--- config.mk ---
export PLATFORM = sky130hd
export DESIGN_NAME = apb_cmd_master
export DESIGN_NICKNAME = d
export VERILOG_FILES = /design/src/rtl/apb_cmd_master_pkg.sv /design/src/rtl/apb_cmd_master_wdog.sv /design/src/rtl/apb_cmd_master.sv
export SDC_FILE = /design/constraint.sdc
export NUM_CORES = 1
export LEC_CHECK = 0
export ABC_AREA = 1
export ABC_CLOCK_PERIOD_IN_PS = 2600
export BUFFER_PORTS_ARGS = -buffer_cell sky130_fd_sc_hd__buf_2
export CORE_AREA = 2 2 113 115
export CTS_CLUSTER_SIZE = 25
export DETAILED_ROUTE_END_ITERATION = 7
export DIE_AREA = 0 0 115 117
export PLACE_DENSITY = 0.85
export SLEW_MARGIN = 20
export SYNTH_ARGS = -nofsm -noshare
export SYNTH_HDL_FRONTEND = slang
export SYNTH_SLANG_ARGS = --single-unit
--- constraint.sdc ---
create_clock -name PCLK -period 2.6 [get_ports PCLK]
set_input_delay 0.52 -clock PCLK [delete_from_list [all_inputs] [get_ports PCLK]]
set_output_delay 0.52 -clock PCLK [all_outputs]
set_load 0.02 [all_outputs]
--- src/rtl/apb_cmd_master_pkg.sv ---
// Shared types and constants for the APB command master: FSM encoding,
// response codes and the slave-select decode.
package apb_cmd_master_pkg;

  typedef enum logic [1:0] {
    ST_IDLE,
    ST_SETUP,
    ST_ACCESS,
    ST_RESP
  } state_t;

  localparam logic [1:0] RSP_OK      = 2'b00;
  localparam logic [1:0] RSP_SLVERR  = 2'b01;
  localparam logic [1:0] RSP_TIMEOUT = 2'b10;

  // Address bits [27:24] pick one of sixteen slaves.
  function automatic logic [15:0] psel_decode(input logic [31:0] addr);
    return 16'h0001 << addr[27:24];
  endfunction

endpackage

--- src/rtl/apb_cmd_master_wdog.sv ---
// Wait-state watchdog: counts stalled ACCESS cycles and flags the cycle whose
// increment would bring the count to LIMIT.
module apb_cmd_master_wdog #(
  parameter int unsigned LIMIT = 256
) (
  input  logic clk,
  input  logic rst_n,
  input  logic clear,
  input  logic enable,
  output logic expired
);

  logic [15:0] count;

  // NOTE: non-blocking assignments for all clocked state so every register
  // samples pre-edge values regardless of block ordering.
  always_ff @(posedge clk or negedge rst_n) begin
    if (!rst_n) begin
      count <= '0;
    end else if (clear) begin
      count <= '0;
    end else if (enable) begin
      count <= count + 16'd1;
    end
  end

  assign expired = enable && (count == 16'(LIMIT - 1));

endmodule

--- src/rtl/apb_cmd_master.sv ---
// Command-to-APB bridge: accepts one command at a time, runs a single APB
// transfer with wait-state timeout, and returns data/status on a response port.
module apb_cmd_master
  import apb_cmd_master_pkg::*;
#(
  parameter int unsigned APB_DWIDTH     = 32,
  parameter int unsigned TIMEOUT_CYCLES = 256
) (
  input  logic                  PCLK,
  input  logic                  PRESETN,
  input  logic                  CMD_VALID,
  output logic                  CMD_READY,
  input  logic                  CMD_WRITE,
  input  logic [31:0]           CMD_ADDR,
  input  logic [APB_DWIDTH-1:0] CMD_WDATA,
  output logic                  RSP_VALID,
  input  logic                  RSP_READY,
  output logic [APB_DWIDTH-1:0] RSP_RDATA,
  output logic [1:0]            RSP_ERR,
  output logic [31:0]           PADDR,
  output logic [15:0]           PSEL,
  output logic                  PENABLE,
  output logic                  PWRITE,
  output logic [APB_DWIDTH-1:0] PWDATA,
  input  logic [APB_DWIDTH-1:0] PRDATA,
  input  logic                  PREADY,
  input  logic                  PSLVERR
);

  state_t state;
  logic   cmd_accept;
  logic   wait_cycle;
  logic   expired;

  // CMD_READY is itself part of the accept term, so nothing is taken in the
  // first cycle after reset release while CMD_READY is still low.
  assign cmd_accept = (state == ST_IDLE) && CMD_READY && CMD_VALID;
  assign wait_cycle = (state == ST_ACCESS) && !PREADY;

  apb_cmd_master_wdog #(
    .LIMIT (TIMEOUT_CYCLES)
  ) u_wdog (
    .clk     (PCLK),
    .rst_n   (PRESETN),
    .clear   (cmd_accept),
    .enable  (wait_cycle),
    .expired (expired)
  );

  // NOTE: every output register is in the async reset branch, so a reset
  // mid-transfer drops the bus and the pending response at once.
  always_ff @(posedge PCLK or negedge PRESETN) begin
    if (!PRESETN) begin
      state     <= ST_IDLE;
      CMD_READY <= 1'b0;
      RSP_VALID <= 1'b0;
      RSP_RDATA <= '0;
      RSP_ERR   <= RSP_OK;
      PADDR     <= '0;
      PSEL      <= '0;
      PENABLE   <= 1'b0;
      PWRITE    <= 1'b0;
      PWDATA    <= '0;
    end else begin
      unique case (state)
        ST_IDLE: begin
          if (cmd_accept) begin
            state     <= ST_SETUP;
            CMD_READY <= 1'b0;
            PSEL      <= psel_decode(CMD_ADDR);
            PADDR     <= CMD_ADDR;
            PWRITE    <= CMD_WRITE;
            PWDATA    <= CMD_WDATA;
          end else begin
            CMD_READY <= 1'b1;
          end
        end

        ST_SETUP: begin
          state   <= ST_ACCESS;
          PENABLE <= 1'b1;
        end

        ST_ACCESS: begin
          // A ready slave wins over a watchdog expiring on the same edge.
          if (PREADY) begin
            state     <= ST_RESP;
            PSEL      <= '0;
            PENABLE   <= 1'b0;
            RSP_VALID <= 1'b1;
            RSP_RDATA <= PWRITE ? '0 : PRDATA;
            RSP_ERR   <= PSLVERR ? RSP_SLVERR : RSP_OK;
          end else if (expired) begin
            state     <= ST_RESP;
            PSEL      <= '0;
            PENABLE   <= 1'b0;
            RSP_VALID <= 1'b1;
            RSP_RDATA <= '0;
            RSP_ERR   <= RSP_TIMEOUT;
          end
        end

        ST_RESP: begin
          if (RSP_READY) begin
            state     <= ST_IDLE;
            RSP_VALID <= 1'b0;
            CMD_READY <= 1'b1;
          end
        end

        default: begin
          state <= ST_IDLE;
        end
      endcase
    end
  end

endmodule

# == Word level (Yosys, flattened, before mapping) ==
# Cells that the tools add are included.
# totals
output_inout_bits,118
register_bits,136
inputBits,103
wordCells,66
# op_classes
n_reduce_logical,19
muxes,27
n_eq_ne,7
shift,1
add_sub_neg,1
# op_table
cell,n
32-bit two-way mux,3
16-bit two-way mux,5
16-bit case mux with 2 select lines,1
16-bit by 1-bit adder with 16-bit output (second input constant),1
16-bit by 8-bit equality test with 1-bit output (second input constant),1
1-bit by 4-bit << shifter with 16-bit output (first input constant),1
2-bit two-way mux,6
2-bit nonzero test,6
3-bit AND reduction,3
1-bit two-way mux,8
2-bit case mux with 4 select lines,1
2-bit AND reduction,4
1-bit case mux with 2 select lines,3
2-bit equality test (second input constant),2
1-bit logical AND,4
2-bit != test (second input constant),2
3-bit != test (second input constant),1
2-bit by 1-bit equality test with 1-bit output (second input constant),1
2-bit logical NOT,1
1-bit logical NOT,1

# == Longest topological paths before layout ==
# depth
ltp_word,6
mapped_depth,12
mapped_depth_nobuf,11

# == Cells and area by module ==
# A second synthesis with hierarchy kept.
# hier_totals
hier_cells,692
hier_area_um2,5853.1
# by_module_without_submodules
module,cells_per_inst,seq_area_each_um2,instances,area_each_um2
apb_cmd_master,569,3002.9,1,4928.5
apb_cmd_master_wdog,123,400.4,1,924.6

# == Worst setup path after synthesis ==
# OpenSTA, ideal clock, no wires.
# synth_timing
path_kind,input port to flip-flop
start,input PREADY
end,register RSP_RDATA[21]
arrival_time_ps,1447
stages,12
required_ps,2483
slack_ps,1036
path_buffers,2
setup_ps,117
cell_sequence,buf_2 > inv_2 > nand2_1 > inv_2 > nand3_1 > nor2_1 > nand2_1 > nand2_1 > nand2_2 > buf_6 > nand2_1 > nand2_1
# synth_between
elab_chain_len,5
elab_cells_between_ends,6
cone_classes,1 x mux; 5 x reduce/logical
# synth_rtl
item,line_no,text
from (decl),apb_cmd_master.sv:26,"input logic PREADY,"
1-bit logical NOT,apb_cmd_master.sv:38,assign wait_cycle = (state == ST_ACCESS) && !PREADY;
1-bit logical AND,apb_cmd_master.sv:38,
1-bit logical AND,apb_cmd_master_wdog.sv:27,assign expired = enable && (count == 16'(LIMIT - 1));
2-bit nonzero test (no source line),n/a,
2-bit AND reduction (no source line),n/a,
to (signal assigned),apb_cmd_master.sv:91,RSP_RDATA <= PWRITE ? '0 : PRDATA;
to (decl),apb_cmd_master.sv:18,"output logic [APB_DWIDTH-1:0] RSP_RDATA,"
# Several ways; a longest one is shown, not always the timed one.
# A chain may end at the register's enable or synchronous reset.

# == Worst setup path in the final report ==
# layout_timing
start,register state[0]
end,register RSP_RDATA[25]
# layout_between
elab_chain_len,5
# layout_rtl
item,line_no,text
from (decl),apb_cmd_master.sv:30,state_t state;
from (signal assigned),apb_cmd_master.sv:54,state <= ST_IDLE;
from (signal assigned),apb_cmd_master.sv:68,state <= ST_SETUP;
from (signal assigned),apb_cmd_master.sv:80,state <= ST_ACCESS;
2-bit equality test (*),"apb_cmd_master.sv:38, apb_cmd_master.sv:65",
1-bit logical AND,apb_cmd_master.sv:38,
1-bit logical AND,apb_cmd_master_wdog.sv:27,
2-bit nonzero test (no source line),n/a,
2-bit AND reduction (no source line) (*),n/a,
# Mark *: on every way between the ends. The rest lies on a longest branch, timed or not.

==> summary.txt <==
GRT
  – Largest net degree at the start of global routing: 83
  – Number of antenna violations at the first check in global routing: 0
  – Number of global-route vias before repair: 4937
  – Total routing usage reported by global routing: 0.2216
  – Global-route wire length before repair: 23380 um
  – Gr ovfl total: 0

Synthesis
  – Post-synth EDFFs: 0
  – Number of instances in the synthesized netlist: 693
  – Share of async-settable or async-resettable flops after synthesis: 1.000
  – Area contributors post-synth: dfrtp_1 (57%), nand2_1 (20%), nand4_1 (4.1%)
  – Area share of the largest cell type after synthesis: 0.5728
  – Register bit total from synthesis: 136
  – Synth unique cells: 23
  – Sequential fraction of the synthesis area: 0.5728
  – Synth cell count leaders: nand2_1 (319), dfrtp_1 (136), nand4_1 (39), inv_1 (37), nand3_1 (24)
  – Synth Flop Type: dfrtp_1
  – YS warnings: 0
  – Syn avg cell area: 8.574 um2
  – Most common cell in the synthesized netlist: nand2_1
  – Syn Std Cell Area: 5942 um2
  – Cell type contributing the most total cell area after synthesis: dfrtp_1
  – Syn Nets: 801

Pwr
  – Power per Cell Area: 1242 nW/um2
  – Leakage power of the design: 4.423 nW
  – IR drop worst, VDD: 0.0006871 V

Timing
  – Post-layout minimum cycle time: 1990 ps
  – Number of failing setup endpoints in the final timing report: 0
  – Final worst hold slack: 95.74 ps
  – Final Hold Vio Count: 0
  – Final period utilization: 0.7655
  – Normalized max-slew margin: 0.3677
  – Number of pins exceeding their max-slew limit in the final report: 0
  – Achievable Freq: 0.5024 GHz
  – Total negative setup slack: 0 ps
  – Post-Route Skew: 8.316 ps
  – Worst-margin pin slew: 947.4 ps
  – RSZ-0062 raised after global routing: no

Worst hold path
  – HP Class: primary input to async pin

Placement
  – HPWL after detailed placement: 9975 um
  – Count of buffers from port buffering: 220
  – GP Congestion: 0.8631

Drt
  – Post-detailed-routing wire length: 14590 um
  – Vias per inst: 4.915
  – DR DRC count: 0
  – Final routed wire length divided by cell count: 13.63 um
  – Residual antenna-violating net count after detailed routing: 0
  – Total via count after detailed routing: 5259
  – Initial drt markers: 398
  – Number of detailed-routing iterations run before antenna repair: 5

Clocking
  – Latest clock arrival within the worst-skew pair: 410 ps
  – Clk slew on worst S/H paths: 60 ps
  – Number of buffers between clock root and the deepest sink: 2
  – Post-cts sizing count: 0
  – Root buffer cell: clkbuf_16
  – Num Clock Sinks: 136
  – TritonCTS clock tree: yes
  – Setup bufs post-CTS: 0
  – Hold bufs inserted after CTS: 0
  – Total CTS buffers: 17
  – H-tree depth: 4

Floorplan
  – Effective utilization at floorplan: 0.4826
  – Chip Width: 115 um
  – Row count: 41
  – Placeable core region: 12310 um2
  – Die area: 13460 um2
  – Die boundary height: 117 um
  – Top Ports: 221

Cells and area
  – Antenna fix cells: 0
  – Share of post-route cells with drive strength above 1: 0.3348
  – Relative area change from synthesis to final layout: 30.51%
  – Number of nets in the final layout: 1015
  – Fill count: 1061

Setup path
  – Setup Crit Path Kind: register to register
  – Req. time, crit path: 2890 ps
  – Arrival time reported for the critical path endpoint: 2280 ps
  – Maximum net fanout on the critical path: 34
  – Critical path startpoint category: register
  – Capturing element type of the critical path: register

Outcome
  – Result of the run: finished, final reports clean

Run
  – # Max-Cap Violations: 0
==> final timing paths <==
path / endpoint / startpoint / slack, ps / cells past startpoint
max: RSP_RDATA[25]$_DFFE_PN0P_ / state[0]$_DFFE_PN0P_ / 610 / 11
min: RSP_RDATA[26]$_DFFE_PN0P_ / PRESETN / 100 / 1
max reg2reg: RSP_RDATA[25]$_DFFE_PN0P_ / state[0]$_DFFE_PN0P_ / 610 / 11
min reg2reg: RSP_RDATA[22]$_DFFE_PN0P_ / RSP_RDATA[22]$_DFFE_PN0P_ / 460 / 2
max in group asynchronous: RSP_RDATA[0]$_DFFE_PN0P_ / PRESETN / 1810 / 2
min in group PCLK: PWDATA[14]$_DFFE_PN0P_ / CMD_WDATA[14] / 300 / 3
==> layer usage <==
metal / share of wire / routed length, um / GRT usage / vias to the layer above
met2: 0.46 / 6770 / 0.3463 / 212
met1: 0.44 / 6468 / 0.2945 / 2409
met4: 0.016 / 231 / 0.07952 / 0
met5: 0 / 0 / 0 / -
met3: 0.077 / 1117 / 0.06900 / 16
li1: - / - / - / 2622
==> where the power goes <==
group	total (W)	internal, W	switching [W]	leakage [nW]
logic	0.00377	0.00116	0.00261	2.38
clock network	0.00248	0.00155	0.000933	0.287
registers	0.00338	0.00293	0.000453	1.76
==> cell usage in the layout (no fill, tap or decap), types with 11 or more instances in the layout <==
master and instances:
clkbuf_16 17, inv_1 36, dfrtp_1 136, nor2_1 19, o21ai_0 18, or2_2 17
nand3_1 23, a21oi_1 11, nand2_1 319, o21ai_2 16, nand4_1 39, buf_2 219
==> logic make-up after synthesis <==
logic type,after synthesis,share of synthesized area
compound gates,47,0.05180
fa+ha+maj,5,0.01053
buf+inv,73,0.05475
flops,136,0.5728
simple gates,432,0.3102
==> final cells by class <==
type / instances / area, um2 / area share
clock buffer: 19 / 442.9 / 0.05712
clock inverter: 13 / 168.9 / 0.02178
inverter: 39 / 146.4 / 0.01888
multi-input combinational: 484 / 2218 / 0.2861
sequential: 136 / 3403 / 0.4389
tap: 150 / 187.7 / 0.02420
timing repair buffer: 229 / 1187 / 0.1531
==> worst max-delay path, cell delays in order (launching register included) <==
cell and delay [ps]:
dfrtp_1 390, inv_1 120, ha_1 240, nand2_1 100, inv_2 110, nand3_1 80, nor2_1 90, nand2_1 50
nand2_1 60, nand2_2 350, nand2_1 190, nand2_1 60
==> sequential cells by signal (all words and copies together), names as in the netlist <==
register and cells:
PWRITE 1, u_wdog.count 16, CMD_READY 1, state 2, RSP_RDATA 32, RSP_VALID 1, PWDATA 32, RSP_ERR 2
PSEL 16, PENABLE 1, PADDR 32
==> stage by stage <==
| step | std cells | setup slack, ps | total power (W) | util | area [um2] |
|---|---|---|---|---|---|
| 5_1_grt | 1070 | 366.5 | 0.01031 | 0.6299 | 7755 |
| 6_report | 1070 | 609.6 | 0.009630 | 0.6299 | 7755 |
| 3_5_place_dp | 1038 | 607.9 | 0.007186 | 0.5802 | 7143 |
| 4_1_cts | 1070 | 584.1 | 0.009703 | 0.6299 | 7755 |
| 2_1_floorplan | 693 | 1036 | 0.005946 | - | 5942 |
| 3_3_place_gp | 1038 | 710.9 | 0.007083 | 0.5802 | 7143 |
(Power assumes the default switching activity.)
